File: config.mk
export PLATFORM = sky130hd
export DESIGN_NAME = pipe_hazard_ctrl
export DESIGN_NICKNAME = d
export VERILOG_FILES = /design/src/rtl/pipe_hazard_ctrl.sv
export SDC_FILE = /design/constraint.sdc
export NUM_CORES = 1
export LEC_CHECK = 0
export BUFFER_PORTS_ARGS = -buffer_cell sky130_fd_sc_hd__buf_2
export CORE_MARGIN = 3
export CORE_UTILIZATION = 30
export CTS_CLUSTER_DIAMETER = 150
export DETAILED_ROUTE_END_ITERATION = 10
export SLEW_MARGIN = 20
export SYNTH_ARGS = -nofsm -noshare
export SYNTH_HDL_FRONTEND = slang
export SYNTH_SLANG_ARGS = --single-unit
File: constraint.sdc
create_clock -name I_CLOCK -period 5.57 [get_ports I_CLOCK]
set_input_delay 0.2785 -clock I_CLOCK [delete_from_list [all_inputs] [get_ports I_CLOCK]]
set_output_delay 0.2785 -clock I_CLOCK [all_outputs]
set_load 0.1 [all_outputs]
File: src/rtl/pipe_hazard_ctrl.sv
// Hazard controller: register scoreboard plus branch stall/redirect
// sequencing for the 5-stage pipeline.
module pipe_hazard_ctrl #(
  parameter int PC_WIDTH        = 16,
  parameter int REG_COUNT       = 16,
  parameter int RESOLVE_TIMEOUT = 15
) (
  input  logic                I_CLOCK,
  input  logic                I_LOCK,
  input  logic                I_DE_Valid,
  input  logic [PC_WIDTH-1:0] I_DE_PC,
  input  logic                I_DE_IsBranch,
  input  logic [3:0]          I_DE_Src1,
  input  logic [3:0]          I_DE_Src2,
  input  logic                I_DE_Src1Use,
  input  logic                I_DE_Src2Use,
  input  logic [3:0]          I_DE_Dest,
  input  logic                I_DE_DestUse,
  input  logic                I_WB_Valid,
  input  logic [3:0]          I_WB_Dest,
  input  logic                I_MEM_BranchResolved,
  input  logic                I_MEM_BranchTaken,
  input  logic [PC_WIDTH-1:0] I_MEM_BranchTarget,
  output logic                O_Issue,
  output logic                O_DepStallSignal,
  output logic                O_BranchStallSignal,
  output logic                O_BranchAddrSelect,
  output logic [PC_WIDTH-1:0] O_BranchPC,
  output logic                O_HazardError
);

  localparam int CW = $clog2(RESOLVE_TIMEOUT + 1);

  typedef enum logic [1:0] {
    IDLE,
    WAIT_RESOLVE,
    REDIRECT
  } state_t;

  state_t               state;
  state_t               stateNext;
  logic [REG_COUNT-1:0] busy;
  logic [REG_COUNT-1:0] busyNext;
  logic [REG_COUNT-1:0] wbMask;
  logic [REG_COUNT-1:0] liveBusy;
  logic [CW-1:0]        cnt;
  logic [PC_WIDTH-1:0]  fallThru;
  logic                 brIssue;
  logic                 timeout;
  logic                 errNow;

  // Write-before-read: a register retiring this cycle is readable now.
  always_comb begin
    wbMask = '0;
    if (I_WB_Valid) wbMask[I_WB_Dest] = 1'b1;
    liveBusy = busy & ~wbMask;
  end

  assign brIssue = O_Issue & I_DE_IsBranch;
  assign timeout = (cnt == CW'(RESOLVE_TIMEOUT - 1));

  always_ff @(posedge I_CLOCK or negedge I_LOCK) begin
    if (!I_LOCK) state <= IDLE;
    else         state <= stateNext;
  end

  always_comb begin
    stateNext = state;
    unique case (state)
      IDLE: begin
        if (brIssue) stateNext = WAIT_RESOLVE;
      end
      WAIT_RESOLVE: begin
        if (I_MEM_BranchResolved || timeout)
          stateNext = REDIRECT;
      end
      REDIRECT: stateNext = IDLE;
      default:  stateNext = IDLE;
    endcase
  end

  // Reset also masks decode so outputs drop to 0 immediately.
  always_comb begin
    O_DepStallSignal    = 1'b0;
    O_Issue             = 1'b0;
    O_BranchStallSignal = 1'b0;
    if (I_LOCK && state == IDLE && I_DE_Valid) begin
      O_DepStallSignal =
          (I_DE_Src1Use & liveBusy[I_DE_Src1])
        | (I_DE_Src2Use & liveBusy[I_DE_Src2])
        | (I_DE_DestUse & liveBusy[I_DE_Dest]);
      O_Issue             = ~O_DepStallSignal;
      O_BranchStallSignal = ~O_DepStallSignal
                          & I_DE_IsBranch;
    end
    if (state == WAIT_RESOLVE)
      O_BranchStallSignal = 1'b1;
  end

  always_comb begin
    busyNext = liveBusy;
    if (O_Issue && I_DE_DestUse)
      busyNext[I_DE_Dest] = 1'b1;
  end

  always_comb begin
    errNow = 1'b0;
    if (I_WB_Valid && !busy[I_WB_Dest])
      errNow = 1'b1;
    if (I_MEM_BranchResolved && state != WAIT_RESOLVE)
      errNow = 1'b1;
    if (state == WAIT_RESOLVE && timeout
        && !I_MEM_BranchResolved)
      errNow = 1'b1;
  end

  always_ff @(posedge I_CLOCK or negedge I_LOCK) begin
    if (!I_LOCK) begin
      busy               <= '0;
      cnt                <= '0;
      fallThru           <= '0;
      O_BranchAddrSelect <= 1'b0;
      O_BranchPC         <= '0;
      O_HazardError      <= 1'b0;
    end else begin
      busy               <= busyNext;
      O_BranchAddrSelect <= (stateNext == REDIRECT);
      if (errNow) O_HazardError <= 1'b1;
      if (state == IDLE && brIssue) begin
        fallThru <= I_DE_PC + PC_WIDTH'(4);
        cnt      <= '0;
      end else if (state == WAIT_RESOLVE) begin
        cnt <= cnt + CW'(1);
      end
      if (state == WAIT_RESOLVE) begin
        if (I_MEM_BranchResolved)
          O_BranchPC <= I_MEM_BranchTaken
                      ? I_MEM_BranchTarget : fallThru;
        else if (timeout)
          O_BranchPC <= fallThru;
      end
    end
  end

endmodule

==> results of run 1 <==
==> kinds of logic after synthesis <==
logic type | Yosys count
adders and majority gates | 3
xor gates and xnor gates | 15
buffers and inverters | 29
AOI/OAI and AO/OA | 104
DFF | 56
and+or+nand+nor | 87
muxes | 41
==> worst max-delay path by stage <==
| stage | from | endpoint | slack, ps |
|---|---|---|---|
| global placement | I_WB_Dest[3] | O_BranchStallSignal | 1910 |
| floorplan | I_DE_Dest[3] | O_DepStallSignal | 1630 |
| detailed placement | I_WB_Dest[3] | O_BranchStallSignal | 1950 |
| CTS | I_WB_Dest[3] | O_BranchStallSignal | 1930 |
| global route | I_WB_Dest[0] | O_BranchStallSignal | 1650 |
| finish | I_WB_Dest[3] | O_BranchStallSignal | 1940 |
==> per-stage QoR <==
step	utilization (%)	total power, uW
3_3_place_gp	35.6	1430
5_1_grt	37.0	1830
4_1_cts	36.9	1760
6_report	37.0	1750
3_5_place_dp	35.6	1440
2_1_floorplan	-	1270
==> layout by cell type (no fill, tap or decap), types with 2 or more instances in the layout <==
master	instances
buf_2	78
dfrtp_1	56
nand2_1	31
o21ai_0	28
o211ai_1	22
mux2i_1	21
o31ai_1	17
mux2_4	15
nand3_1	12
inv_1	11
nor2_1	11
o2111ai_1	10
nand2b_1	9
xnor2_1	9
xor2_1	6
o21ai_1	5
mux4_2	5
clkbuf_16	5
and3_1	4
a21oi_1	4
nor3_1	4
nor2b_1	3
or2_2	3
nand3b_1	3
nand4_1	3
ha_1	3
a221oi_1	2
a31o_2	2
==> metal layers <==
layer	track usage, %	up-vias	part of all wire (%)
met4	4.09	0	1.5
met5	0	-	0
li1	-	1405	-
met3	4.49	14	11
met1	18.6	1399	43
met2	22.0	153	45
==> worst register-to-register path: cells and delay by family, from the launching register on <==
kind / cells / cell delay, ps
AOI/OAI and AO/OA: 4 / 820
DFF: 1 / 400
muxes: 1 / 550
and+or+nand+nor: 2 / 800
==> synth_stat cells (4+ instances only) <==
master / number
a21oi_1: 4
xor2_1: 6
o21ai_0: 28
o2111ai_1: 10
nand2_1: 31
xnor2_1: 9
inv_1: 11
dfrtp_1: 56
and3_1: 4
clkbuf_1: 8
mux2_4: 15
nand2b_1: 9
nand3_1: 12
mux4_2: 5
o31ai_1: 17
o21ai_1: 6
nor2_1: 11
o211ai_1: 22
nor3_1: 4
mux2i_1: 21
buf_2: 5
==> state kept, by name, summed over array words and instances, names as in the netlist <==
register,count
busy,16
O_BranchAddrSelect,1
O_HazardError,1
cnt,4
state,2
O_BranchPC,16
fallThru,16
==> cell type report <==
class / count / area [sq um] / share of cell area, %
diodes: 1 / 2.50 / 0.0615
clock buffers: 7 / 143 / 3.51
clock inverters: 1 / 7.51 / 0.185
inverters: 12 / 45.0 / 1.11
multi-input cells: 250 / 1900 / 46.6
flip-flops and latches: 56 / 1400 / 34.5
well taps: 140 / 175 / 4.31
repair buffers: 79 / 398 / 9.78
==> power breakdown <==
group	internal, uW	switching, uW	total, uW
registers	533	88.6	621
logic	200	609	809
clock network	179	138	317
total	912	835	1750
==> impl_metrics.json, run 1 <==
{
  "die_h_microns": 113,
  "drtIter0Drc": 242,
  "syn_area_sq_um": 3430,
  "synth-seq-cells": 56,
  "standard_cell_row_count": 38,
  "synthesis.nets": 396,
  "synth-edff-count": 0,
  "cts.root.buffer_cell": "clkbuf_16",
  "rrSetupSlack_ps": 2870,
  "antenna_left": 0,
  "maxCapViolations": 0,
  "routed_via_density": 5.44,
  "grt_start_max_net_pins": 58,
  "max_root_sink_buffers": 2,
  "synth.area.mux_share_pct": 16.0,
  "area_delta_synth_final_pct": 18.7,
  "avgRoutedWirePerCell_microns": 16.6,
  "r2r_end": "fallThru[14]",
  "skew_ps": 10.7,
  "cts_made_buffers": 5,
  "cells_after_synth": 335,
  "port-buffer-count": 78,
  "critPathRequiredTime_ps": 5290,
  "syn-mean-instance-area_sq_um": 10.2,
  "setup-tns-final_ps": 0,
  "total_leakage_power_uw": 0.00189,
  "worstSkewPairLatency_ps": 290,
  "pwr_dens_nw_per_um2": 430,
  "async_reset_ff_share_pct": 100,
  "placed_instances": 537,
  "layout.cells.non_filler": 546,
  "critPathArrivalTime_ps": 3350,
  "count_of_final_max_slew_check_failures": 0,
  "cts_resized": 0,
  "setup_slack_ps": 1940,
  "routed-via-count": 2971,
  "wirelength_microns": 9060,
  "detailedRoute.firstPassIterationCount": 4,
  "ys.warnings.count": 0,
  "synth_seq_area_share_pct": 40.9,
  "critical-path-top-cell-by-count": "buf_2",
  "hpwlAfterDp_microns": 6950,
  "path_cells": "buf_2 > or3b_1 > o21ai_0 > o2111ai_1 > nand4_1 > o2111a_2 > nand4_2 > nand2_1 > buf_2",
  "share_of_yosys_cell_area_claimed_by_the_top_area_cell_type_pct": 40.9,
  "synth_xor_xnor_area_share_pct": 3.83,
  "ys.flop_type": "dfrtp_1",
  "dp_slack_ps": 1950,
  "hold_violation_total_from_the_final_report": 0,
  "ff_to_ff_start": "busy[4]",
  "worst_setup_path_start_kind": "primary input",
  "critPathSlowestCell": "nand4_2",
  "timing.critical_path.to_type": "output port",
  "finalNetCount": 465,
  "timing.critical_path.fanout_max": 20,
  "post_cts.repair.setup_buffers": 0,
  "clk_pin_slew_worst_paths_ps": 70,
  "worst_slew_margin_rel_pct": 40.8,
  "post-route-period-util_pct": 65.1,
  "finalCriticalPeriod_ps": 3630,
  "remaining_drc_errors": 0,
  "finalSetupViolCount": 0,
  "synth_top_family_by_area": "compound AO/OA/AOI/OAI gates",
  "globalRouteTotalUtil_pct": 14.0,
  "cts.sinks": 56,
  "tritoncts_clock_tree": "built",
  "synthesized_area_fraction_occupied_by_and_or_nand_nor_cells_pct": 13.0,
  "path_class": "primary input to output port",
  "run_status": "finished clean",
  "placed_area_sq_um": 3910,
  "count_of_cell_instances_traversed_by_the_critical_path": 9,
  "synth_area_leaders": "dfrtp_1 41%, mux2_4 6.6%, mux2i_1 6.1%",
  "yosysTopAreaCell": "dfrtp_1",
  "count_of_buffering_cells_on_the_critical_path_with_inverters_included": 2,
  "coreArea_sq_um": 11000,
  "ios": 79,
  "grt_antenna_before_repair": 0,
  "dieWidth_microns": 113,
  "synth.distinct_cells": 48,
  "placer_congestion": 0.961,
  "tightestPinTransition_ps": 886,
  "fillCellCount": 1082,
  "finalHoldWorstSlack_ps": 113,
  "clock_tree.htree_level_count": 2,
  "floorplan.initialDensity_pct": 31.2,
  "grt-ovfl-total": 0,
  "synth-adder-area-share_pct": 1.10,
  "cts_hold_buffers": 0,
  "critical_path.top_delay_family": "simple AND/OR/NAND/NOR gates",
  "unrepaired_setup_endpoints_after_global_routing": "no",
  "drive_above_1_share_pct": 28.9,
  "grt_pass1_wl_microns": 14700,
  "slowest_delay_ps": 660,
  "full_die_area_sq_um": 12700,
  "ir_drop_uv": 372,
  "r2r_cells": 7,
  "first_global_vias": 2917,
  "final_cell_area_sq_um": 4070,
  "max_clock_freq_mhz": 276,
  "min_path_type": "primary input to asynchronous set/reset pin",
  "synth_compound_gate_area_share_pct": 21.0
}
Note: power is estimated with default switching activity, not from simulation.
==> inputs of run 2 (changes only) <==
- clock period: 5.57 -> 3.53 ns (I/O delays scaled with it)
==> impl_metrics.json, run 2 (synthesis results as in run 1) <==
{
  "run_status": "finished clean",
  "remaining_drc_errors": 0,
  "dieWidth_microns": 113,
  "hold_violation_total_from_the_final_report": 0,
  "ios": 79,
  "post-route-period-util_pct": 78.2,
  "timing.critical_path.fanout_max": 10,
  "tightestPinTransition_ps": 916,
  "max_root_sink_buffers": 2,
  "skew_ps": 10.1,
  "drive_above_1_share_pct": 29.5,
  "maxCapViolations": 0,
  "area_delta_synth_final_pct": 19.3,
  "port-buffer-count": 78,
  "r2r_cells": 8,
  "worst_setup_path_start_kind": "primary input",
  "layout_common_cells": "77 x buf_2, 56 x dfrtp_1, 31 x nand2_1, 28 x o21ai_0, 22 x o211ai_1",
  "clock_tree.htree_level_count": 2,
  "finalCriticalPeriod_ps": 2760,
  "first_global_vias": 3046,
  "cts.sinks": 56,
  "coreArea_sq_um": 11000,
  "drtIter0Drc": 156,
  "routed_via_density": 5.30,
  "post_cts.repair.setup_buffers": 0,
  "largest_registers": "O_BranchPC (16), busy (16), fallThru (16)",
  "die_h_microns": 113,
  "grt_start_max_net_pins": 57,
  "hpwlAfterDp_microns": 7400,
  "finalNetCount": 467,
  "antenna_left": 0,
  "max_clock_freq_mhz": 362,
  "cts_hold_buffers": 0,
  "layout_commonest_cell": "buf_2",
  "grt-ovfl-total": 0,
  "ir_drop_uv": 405,
  "total_leakage_power_uw": 0.00190,
  "cts_made_buffers": 5,
  "min_path_type": "primary input to asynchronous set/reset pin",
  "cts.root.buffer_cell": "clkbuf_16",
  "grt_pass1_wl_microns": 15600,
  "standard_cell_row_count": 38,
  "floorplan.initialDensity_pct": 31.2,
  "pwr_dens_nw_per_um2": 679,
  "cts_resized": 0,
  "tritoncts_clock_tree": "built",
  "globalRouteTotalUtil_pct": 15.0,
  "finalSetupViolCount": 0,
  "unrepaired_setup_endpoints_after_global_routing": "no",
  "worst_slew_margin_rel_pct": 38.8,
  "detailedRoute.firstPassIterationCount": 4,
  "clk_pin_slew_worst_paths_ps": 80,
  "post-layout-total-power_uw": 2780,
  "placer_congestion": 0.969,
  "avgRoutedWirePerCell_microns": 17.3,
  "antenna-diode-count": 0,
  "path_class": "primary input to output port",
  "grt_antenna_before_repair": 0,
  "routed-via-count": 2900,
  "worstSkewPairLatency_ps": 300,
  "wirelength_microns": 9480,
  "count_of_final_max_slew_check_failures": 0,
  "full_die_area_sq_um": 12700,
  "setup-tns-final_ps": 0,
  "critPathRequiredTime_ps": 3350,
  "critPathArrivalTime_ps": 2590,
  "timing.critical_path.to_type": "output port"
}
## run 2: cell types whose count changed in the layout (fill, tap and decap cells not counted), sizes merged
| cell | delta |
|---|---|
| inv | +2 |
| clkbuf | -2 |
| diode | -1 |
| buf | +2 |
## run 2: power by group
group | switching, uW | internal [uW]
Combinational | 966 | 322
Sequential | 136 | 840
Clock | 245 | 269
## run 2: metal layers
metal / part of all wire [%] / vias up / wire length, microns / GRT usage (%)
li1: - / 1411 / - / -
met1: 44 / 1351 / 4130 / 20.5
met2: 46 / 127 / 4340 / 23.7
met3: 9.3 / 11 / 880 / 3.96
met4: 1.4 / 0 / 131 / 4.01
met5: 0 / - / 0 / 0
## run 2: final cells by class
class                           count  area (sq um)
Fill cell                        1107          6900
Inverter                           12          45.0
Timing Repair Buffer               81           428
Tap cell                          140           175
Sequential cell                    56          1400
Multi-Input combinational cell    250          1890
Clock inverter                      3          25.0
Clock buffer                        5           125
## run 2: final timing paths
check                              start                to  slack (ps)
setup / recovery            I_DE_Dest[3]  O_DepStallSignal         770
hold / removal                    I_LOCK     O_BranchPC[8]          40
setup reg to reg                 busy[4]       fallThru[8]         970
hold reg to reg            O_BranchPC[5]     O_BranchPC[5]         480
max in group asynchronous         I_LOCK          busy[12]        3010
min in group I_CLOCK       I_DE_IsBranch            cnt[0]         100
## run 2: critical path, cell delays in order
cell	delay (ps)
buf_2	230
clkinv_1	330
mux2i_1	200
a2111oi_0	610
a221oi_1	130
o22a_2	270
a21boi_1	160
buf_2	460
## run 2: stage by stage
| step | cell area, sq um | cells | hold slack, ps | worst slack (ps) | utilization (%) |
|---|---|---|---|---|---|
| after floorplan | 3430 | 335 | -119 | 533 | - |
| after global placement | 3940 | 539 | 371 | 509 | 35.9 |
| after detailed placement | 3940 | 539 | 393 | 594 | 35.9 |
| after CTS | 4090 | 547 | 69.6 | 784 | 37.2 |
| after global routing | 4090 | 547 | 104 | 674 | 37.2 |
| final | 4090 | 547 | 38.8 | 768 | 37.2 |
